<file path="src/rtl/uart_tx_scheduler.sv">
// Round-robin scheduler sharing one UART transmitter between a 1-byte register
// read path and a 2-byte ALU result path; bytes go out LSB first under Busy handshake.
module uart_tx_scheduler #(
  parameter int DATA_WIDTH   = 8,
  parameter int BUSY_TIMEOUT = 255
) (
  input  logic                    CLK,
  input  logic                    RST,
  input  logic [DATA_WIDTH-1:0]   RD_DATA,
  input  logic                    RD_REQ,
  output logic                    RD_ACK,
  input  logic [2*DATA_WIDTH-1:0] ALU_OUT,
  input  logic                    ALU_REQ,
  output logic                    ALU_ACK,
  input  logic                    Busy,
  output logic [DATA_WIDTH-1:0]   TX_P_DATA,
  output logic                    TX_DATA_VALID,
  output logic                    CTRL_BUSY,
  output logic                    TIMEOUT_ERR
);

  localparam int TO_W = $clog2(BUSY_TIMEOUT + 1);
  localparam logic [TO_W-1:0] TO_LAST = TO_W'(BUSY_TIMEOUT - 1);

  typedef enum logic [2:0] {
    S_IDLE,
    S_GRANT,
    S_SEND,
    S_WAIT_HI,
    S_WAIT_LO
  } state_t;

  state_t                  r_state;
  state_t                  w_next_state;
  logic [2*DATA_WIDTH-1:0] r_shift;
  logic [1:0]              r_byte_cnt;
  logic [TO_W-1:0]         r_to_cnt;
  logic                    r_ptr_alu;
  logic                    r_rd_ack;
  logic                    r_alu_ack;
  logic [DATA_WIDTH-1:0]   r_tx_data;
  logic                    r_tx_valid;
  logic                    r_ctrl_busy;
  logic                    r_timeout_err;

  logic w_grant_rd;
  logic w_grant_alu;
  logic w_contend;
  logic w_send;
  logic w_to_inc;
  logic w_to_fire;
  logic w_shift;

  // NOTE: sequential state uses non-blocking assignments so every register
  // samples pre-edge values, independent of block ordering.
  always_ff @(posedge CLK or negedge RST) begin
    if (!RST) begin
      r_state <= S_IDLE;
    end else begin
      r_state <= w_next_state;
    end
  end

  // NOTE: every combinational output gets a default first so no path leaves
  // a signal unassigned and infers a latch.
  always_comb begin
    w_next_state = r_state;
    w_grant_rd   = 1'b0;
    w_grant_alu  = 1'b0;
    w_contend    = 1'b0;
    w_send       = 1'b0;
    w_to_inc     = 1'b0;
    w_to_fire    = 1'b0;
    w_shift      = 1'b0;
    case (r_state)
      S_IDLE: begin
        if (!Busy && (RD_REQ || ALU_REQ)) w_next_state = S_GRANT;
      end
      S_GRANT: begin
        w_contend = RD_REQ && ALU_REQ;
        if (w_contend) begin
          w_grant_alu = r_ptr_alu;
          w_grant_rd  = !r_ptr_alu;
        end else begin
          w_grant_rd  = RD_REQ;
          w_grant_alu = ALU_REQ;
        end
        // A request withdrawn before grant leaves nothing to send.
        w_next_state = (w_grant_rd || w_grant_alu) ? S_SEND : S_IDLE;
      end
      S_SEND: begin
        w_send       = 1'b1;
        w_next_state = S_WAIT_HI;
      end
      S_WAIT_HI: begin
        if (Busy) begin
          w_next_state = S_WAIT_LO;
        end else begin
          w_to_inc = 1'b1;
          if (r_to_cnt == TO_LAST) begin
            w_to_fire    = 1'b1;
            w_next_state = S_IDLE;
          end
        end
      end
      S_WAIT_LO: begin
        if (!Busy) begin
          w_shift      = 1'b1;
          w_next_state = (r_byte_cnt == 2'd1) ? S_IDLE : S_SEND;
        end
      end
      default: w_next_state = S_IDLE;
    endcase
  end

  always_ff @(posedge CLK or negedge RST) begin
    if (!RST) begin
      r_shift       <= '0;
      r_byte_cnt    <= '0;
      r_to_cnt      <= '0;
      r_ptr_alu     <= 1'b0;
      r_rd_ack      <= 1'b0;
      r_alu_ack     <= 1'b0;
      r_tx_data     <= '0;
      r_tx_valid    <= 1'b0;
      r_ctrl_busy   <= 1'b0;
      r_timeout_err <= 1'b0;
    end else begin
      r_rd_ack    <= w_grant_rd;
      r_alu_ack   <= w_grant_alu;
      r_tx_valid  <= w_send;
      r_ctrl_busy <= (w_next_state != S_IDLE);

      if (w_grant_rd) begin
        r_shift    <= {{DATA_WIDTH{1'b0}}, RD_DATA};
        r_byte_cnt <= 2'd1;
      end else if (w_grant_alu) begin
        r_shift    <= ALU_OUT;
        r_byte_cnt <= 2'd2;
      end else if (w_shift) begin
        r_shift    <= r_shift >> DATA_WIDTH;
        r_byte_cnt <= r_byte_cnt - 2'd1;
      end else if (w_to_fire) begin
        r_byte_cnt <= '0;
      end

      if (w_contend) r_ptr_alu <= !r_ptr_alu;

      if (w_send) begin
        r_tx_data <= r_shift[DATA_WIDTH-1:0];
        r_to_cnt  <= '0;
      end else if (w_to_inc) begin
        r_to_cnt <= r_to_cnt + 1'b1;
      end

      if (w_to_fire) r_timeout_err <= 1'b1;
    end
  end

  assign RD_ACK        = r_rd_ack;
  assign ALU_ACK       = r_alu_ack;
  assign TX_P_DATA     = r_tx_data;
  assign TX_DATA_VALID = r_tx_valid;
  assign CTRL_BUSY     = r_ctrl_busy;
  assign TIMEOUT_ERR   = r_timeout_err;

endmodule

</file>
<file path="config.mk">
export PLATFORM = sky130hd
export DESIGN_NAME = uart_tx_scheduler
export DESIGN_NICKNAME = d
export VERILOG_FILES = /design/src/rtl/uart_tx_scheduler.sv
export SDC_FILE = /design/constraint.sdc
export NUM_CORES = 1
export LEC_CHECK = 0
export ABC_AREA = 1
export CORE_MARGIN = 4
export CORE_UTILIZATION = 45
export DETAILED_ROUTE_END_ITERATION = 8
export PLACE_DENSITY = 0.77
export SLEW_MARGIN = 20
export SYNTH_ARGS = -nofsm -noshare
export SYNTH_HDL_FRONTEND = slang
export SYNTH_SLANG_ARGS = --single-unit
</file>
<file path="constraint.sdc">
create_clock -name CLK -period 1.67 [get_ports CLK]
set_input_delay 0.4175 -clock CLK [delete_from_list [all_inputs] [get_ports CLK]]
set_output_delay 0.4175 -clock CLK [all_outputs]
set_load 0.02 [all_outputs]
</file>
# Word-level counts from Yosys, hierarchy flattened
# Cells that the tools add are included.
# word_totals
register_bits,43
in_bits,29
output_inout_bits,13
word_cells,60
# classes
n_addsub,2
eq_ne,6
n_mux,30
reduce_logical,11
# ops
cell,n
2-to-1 mux 16 bit,3
2-to-1 mux 8 bit,2
one-hot mux 3 bit (5 select lines),1
2-to-1 mux 1 bit,14
2-to-1 mux 2 bit,6
2-to-1 mux 3 bit,4
"adder 8 x 1 -> 8 bit, second input constant",1
"equality test 8 bit, second input constant",1
"equality test 3 x 2 -> 1 bit, second input constant",2
nonzero test 3 bit,2
nonzero test 4 bit,1
"equality test 3 x 1 -> 1 bit, second input constant",1
"equality test 3 bit, second input constant",1
logical NOT 3 bit,1
"equality test 2 x 1 -> 1 bit, second input constant",1
logical AND 1 bit,2
logical NOT 1 bit,2
logical OR 1 bit,2
nonzero test 2 bit,1
"subtractor 2 x 1 -> 2 bit, second input constant",1

# Logic depth before layout (Yosys ltp)
# Gate-level depths: netlist (run 1).
# logic_depth
word_depth,8
depth_mapped,10
mapped_depth_nobuf,9

# Worst setup path after synthesis (run 1)
# No wires, ideal clock.
# synth_path
path_kind,flip-flop to flip-flop
from,reg r_state[2]
to,reg r_shift[5]
setup_ns,0.116
arrival_time_ns,1.120
required_time_ns,1.554
slack_ns,0.434
stages_incl_launch_ff,10
n_path_buf,1
synth_period_minus_slack_ns,1.236
cell_sequence,dfrtp_1 > inv_2 > nand2_2 > nor2_2 > nand2_2 > buf_6 > o21ai_1 > inv_1 > nand2_1 > nand2_1
# synth_via
elab_chain_cells,4
word_cells_on_any_way,8
cone_classes,eq/ne (2); mux (5); reduce/logical (1)
# synth_lines
item,line,text
"start, declared",33,state_t r_state;
"start signal, assigned",60,r_state <= w_next_state;
equality test 3 x 1 -> 1 bit,75,case (r_state)
2-to-1 mux 1 bit,75,
2-to-1 mux 16 bit,137,end else if (w_grant_alu) begin
2-to-1 mux 16 bit,134,if (w_grant_rd) begin
"end signal, assigned",135,"r_shift <= {{DATA_WIDTH{1'b0}}, RD_DATA};"
"end signal, assigned",141,r_shift <= r_shift >> DATA_WIDTH;
"end, declared",35,logic [2*DATA_WIDTH-1:0] r_shift;
# Several ways; a longest one is shown, not always the timed one.
# A chain may end at the register's enable or synchronous reset.

# Final worst setup path (run 1)
# layout_path
from,in ALU_REQ
to,reg r_shift[3]
# layout_via
elab_chain_cells,6
word_cells_on_any_way,10
cone_classes,mux (8); reduce/logical (2)
# layout_lines
item,line,text
"start, declared",13,"input logic ALU_REQ,"
logical AND 1 bit,80,w_contend = RD_REQ && ALU_REQ;
2-to-1 mux 1 bit,81,if (w_contend) begin
2-to-1 mux 1 bit (2 in series),75,
2-to-1 mux 16 bit,137,
2-to-1 mux 16 bit,134,
# Several ways; a longest one is shown, not always the timed one. The select of a mux whose other input is x is not followed.

==> results of run 1 <==
## placed cells by master (no fill, tap or decap), types with 3 or more instances in the layout
cell type / n
nand2_2: 3
dlygate4sd2_1: 7
ha_1: 3
clkbuf_8: 5
o21ai_0: 11
nand3_1: 23
clkdlybuf4s50_1: 27
inv_1: 28
nand2_1: 107
nor2_1: 12
o21ai_1: 3
dfrtp_1: 43
a21oi_1: 4
buf_4: 12
dlymetal6s2s_1: 6
nor3_1: 4
nand4_1: 4
inv_2: 3
## power by group through the flow
stage / registers, mW / logic [mW] / clock network, mW
finish: 1.59 / 1.68 / 0.947
global route: 1.64 / 1.93 / 1.02
CTS: 1.60 / 1.72 / 0.973
detailed placement: 1.62 / 1.77 / 0
global placement: 1.61 / 1.71 / 0
floorplan: 1.74 / 1.02 / 0
## critical path: stages
cell and delay, ns:
clkdlybuf4s50_1 0.50, inv_1 0.07, nand2_1 0.08, nand2_1 0.09
nand2_2 0.17, inv_2 0.15, nand2_1 0.09, nand2_1 0.06
## registers in the layout, summed over array words and instances, names as in the netlist
signal	cells
CTRL_BUSY	1
TX_DATA_VALID	1
RD_ACK	1
r_ptr_alu	1
r_byte_cnt	2
TX_P_DATA	8
ALU_ACK	1
r_state	3
r_shift	16
TIMEOUT_ERR	1
r_to_cnt	8
## metal layers
| layer | track usage [%] | part of all wire [%] |
|---|---|---|
| met1 | 17.9 | 44 |
| met2 | 26.9 | 48 |
| met3 | 3.08 | 4.5 |
| met4 | 8.54 | 3.0 |
| met5 | 0 | 0 |
## final timing paths
check | startpoint | to | cells past startpoint
max in group asynchronous | RST | r_shift[7] | 2
worst max-delay path | ALU_REQ | r_shift[3] | 8
worst min-delay path | RST | CTRL_BUSY | 2
min in group CLK | TIMEOUT_ERR | TIMEOUT_ERR | 1
worst min register to register | TIMEOUT_ERR | TIMEOUT_ERR | 1
worst max register to register | r_state[2] | r_shift[3] | 8
## final cells by class
class                      instances  area [um2]
fill                             387        1650
inverter                          32         121
timing repair buffer              55         542
tap                               52        65.1
clock inverter                     3        67.6
clock buffer                       5        68.8
sequential                        43        1080
multi-input combinational        183         826
## cell families (layout without fill, tap and decap cells)
family / after synthesis / count (layout) / share of synthesized area [%]
buffers and inverters: 38 / 95 / 8.49
AND/OR/NAND/NOR: 159 / 159 / 32.4
adder cells (fa/ha/maj): 3 / 3 / 1.81
AO/OA/AOI/OAI: 20 / 20 / 5.12
flip-flops: 43 / 43 / 51.8
XOR/XNOR: 1 / 1 / 0.422
## synth_stat cells, drive strengths merged
master,number
a21oi,5
and3,1
buf,6
clkinv,1
dfrtp,43
ha,3
inv,31
nand2,111
nand3,23
nand4,4
nor2,14
nor3,4
o21a,1
o21ai,14
or2,2
xor2,1
==> results.md, run 1 <==
- Hold WS: 0.0821 ns
- Post-CTS Setup Repair Bufs: 0
- TritonCTS clock tree: built
- R2r setup slk: ~0.25 ns
- Max Clock Freq: 691 MHz
- Vias in the first global route: roughly 1800
- Normalized max-slew margin: between 70 and 80%
- Status: finished clean
- Reg clk slew, reported paths: approximately 0.08 ns
- Setup violators final: 0
- Initial DRT Pass Iterations: 4
- First-pass GRT wire length: between 7000 and 8000 um
- Area share of the largest cell type after synthesis: 51.8%
- Synthesis-stage register bit count: 43
- RSZ-0062 raised after global routing: false
- Worst-Skew Late Latency: about 0.29 ns
- Hold Buf Count CTS: 0
- Max H-tree Level: 2
- Worst min path class: in -> async
- Cell taking the most area after synthesis: dfrtp_1
- Antenna cell count: 0
- Sink Count: 43
- Worst setup EP type: flop
- Distinct cells, synth: 24
- Final instance area: roughly 2800 um2
- Cts bufs inserted: 5
- Non-Filler Instances: approximately 370
- Clock buffer depth: 2
- Initial DRC Count: between 60 and 70
- Post-DR wirelength/cell: between 10 and 15 um
- Pins Over Slew Limit: 0
- Total GRT Usage: 15.6%
- Place WS: -0.0950 ns
- Fin. Hold Viols: 0
- # resized after CTS: 7
- Max Cap Viol: 0
- PnR worst setup slack: 0.223 ns
- Initial antenna violation count: 0
- Initial Util: between 40 and 50%
- Crit path launch type: primary input
- Vias per cell: 4.85
- Util after Layout: 62.7%
- Crit path required time: about 1.9 ns
- Largest net degree at the start of global routing: between 40 and 50
- Worst Clk Skew: about 0.0057 ns
- Final #Nets: about 350
- Ports: 42
- Mean Syn Cell Area: a little under 8 um2
- Instance count of the mapped netlist: approximately 260
- Critical path class: in -> reg
- Post-Syn Area: 2080 um2
- Sw frac: a little under two fifths
- Power Total: about 4.2 mW
- Worst Path Arrival: approximately 1.6 ns
- Yosys warning total: 0
- Internal: about 2.7 mW
- Die Height: about 76 um
- Total congestion overflow: 0
- Worst-Margin Slew: 0.313 ns
- Synth area leaders: dfrtp_1 (52%), nand2_1 (19%), nand3_1 (5.5%)
- Sequential power share: 37.8%
- Gate power share: 39.8%
- Drt total wl: around 4200 um
- Placed Cells incl. Taps: 365
- Clk root buf: clkbuf_8
- Share of layout cells above drive strength 1: between 10% and 20%
- Die width: roughly 76 um
- Seq/Total Area, Yosys: 51.8%
- Core ar.: approximately 4400 um2
- Syn_nets: slightly below 300
- Setup TNS: 0 ns
- DRC errors left: 0
- Vias: 1810
- Fin crit period: around 1.4 ns
- Final period util: approximately 87%
- Pwr Density: 1530 nW/um2
- Final Wtd Congestion: a little over 0.8
- Switching power total: ~1.6 mW
- Leak: approximately 1.6 nW
- Synth-to-layout area growth: 33.1%
- Die area: a little under 6000 um2
- Row count: 24
- Max FO, Critical Path: 15
- Clock Power Share: between 20% and 30%
- IO Port Bufs: 41
- Detail Placement HPWL: approximately 3200 um
- Maximum vdd ir drop: between 600 and 700 uV
- Antenna viol nets, final: 0
- Placed Area: approximately 2600 um2
Note: power is estimated with default switching activity, not from simulation.
==> inputs of run 2 (changes only) <==
Settings changed: ABC_CLOCK_PERIOD_IN_PS set to 1670, CTS_BUF_LIST set to sky130_fd_sc_hd__clkbuf_4 sky130_fd_sc_hd__clkbuf_8.
==> results of run 2 <==
Same layout as run 1: the final DEF is identical, and so are final timing and power.
==> inputs of run 3 (changes only) <==
Settings changed: SLEW_MARGIN 20 to not set.
==> results of run 3 <==
Same layout as run 1: the final DEF is identical, and so are final timing and power.
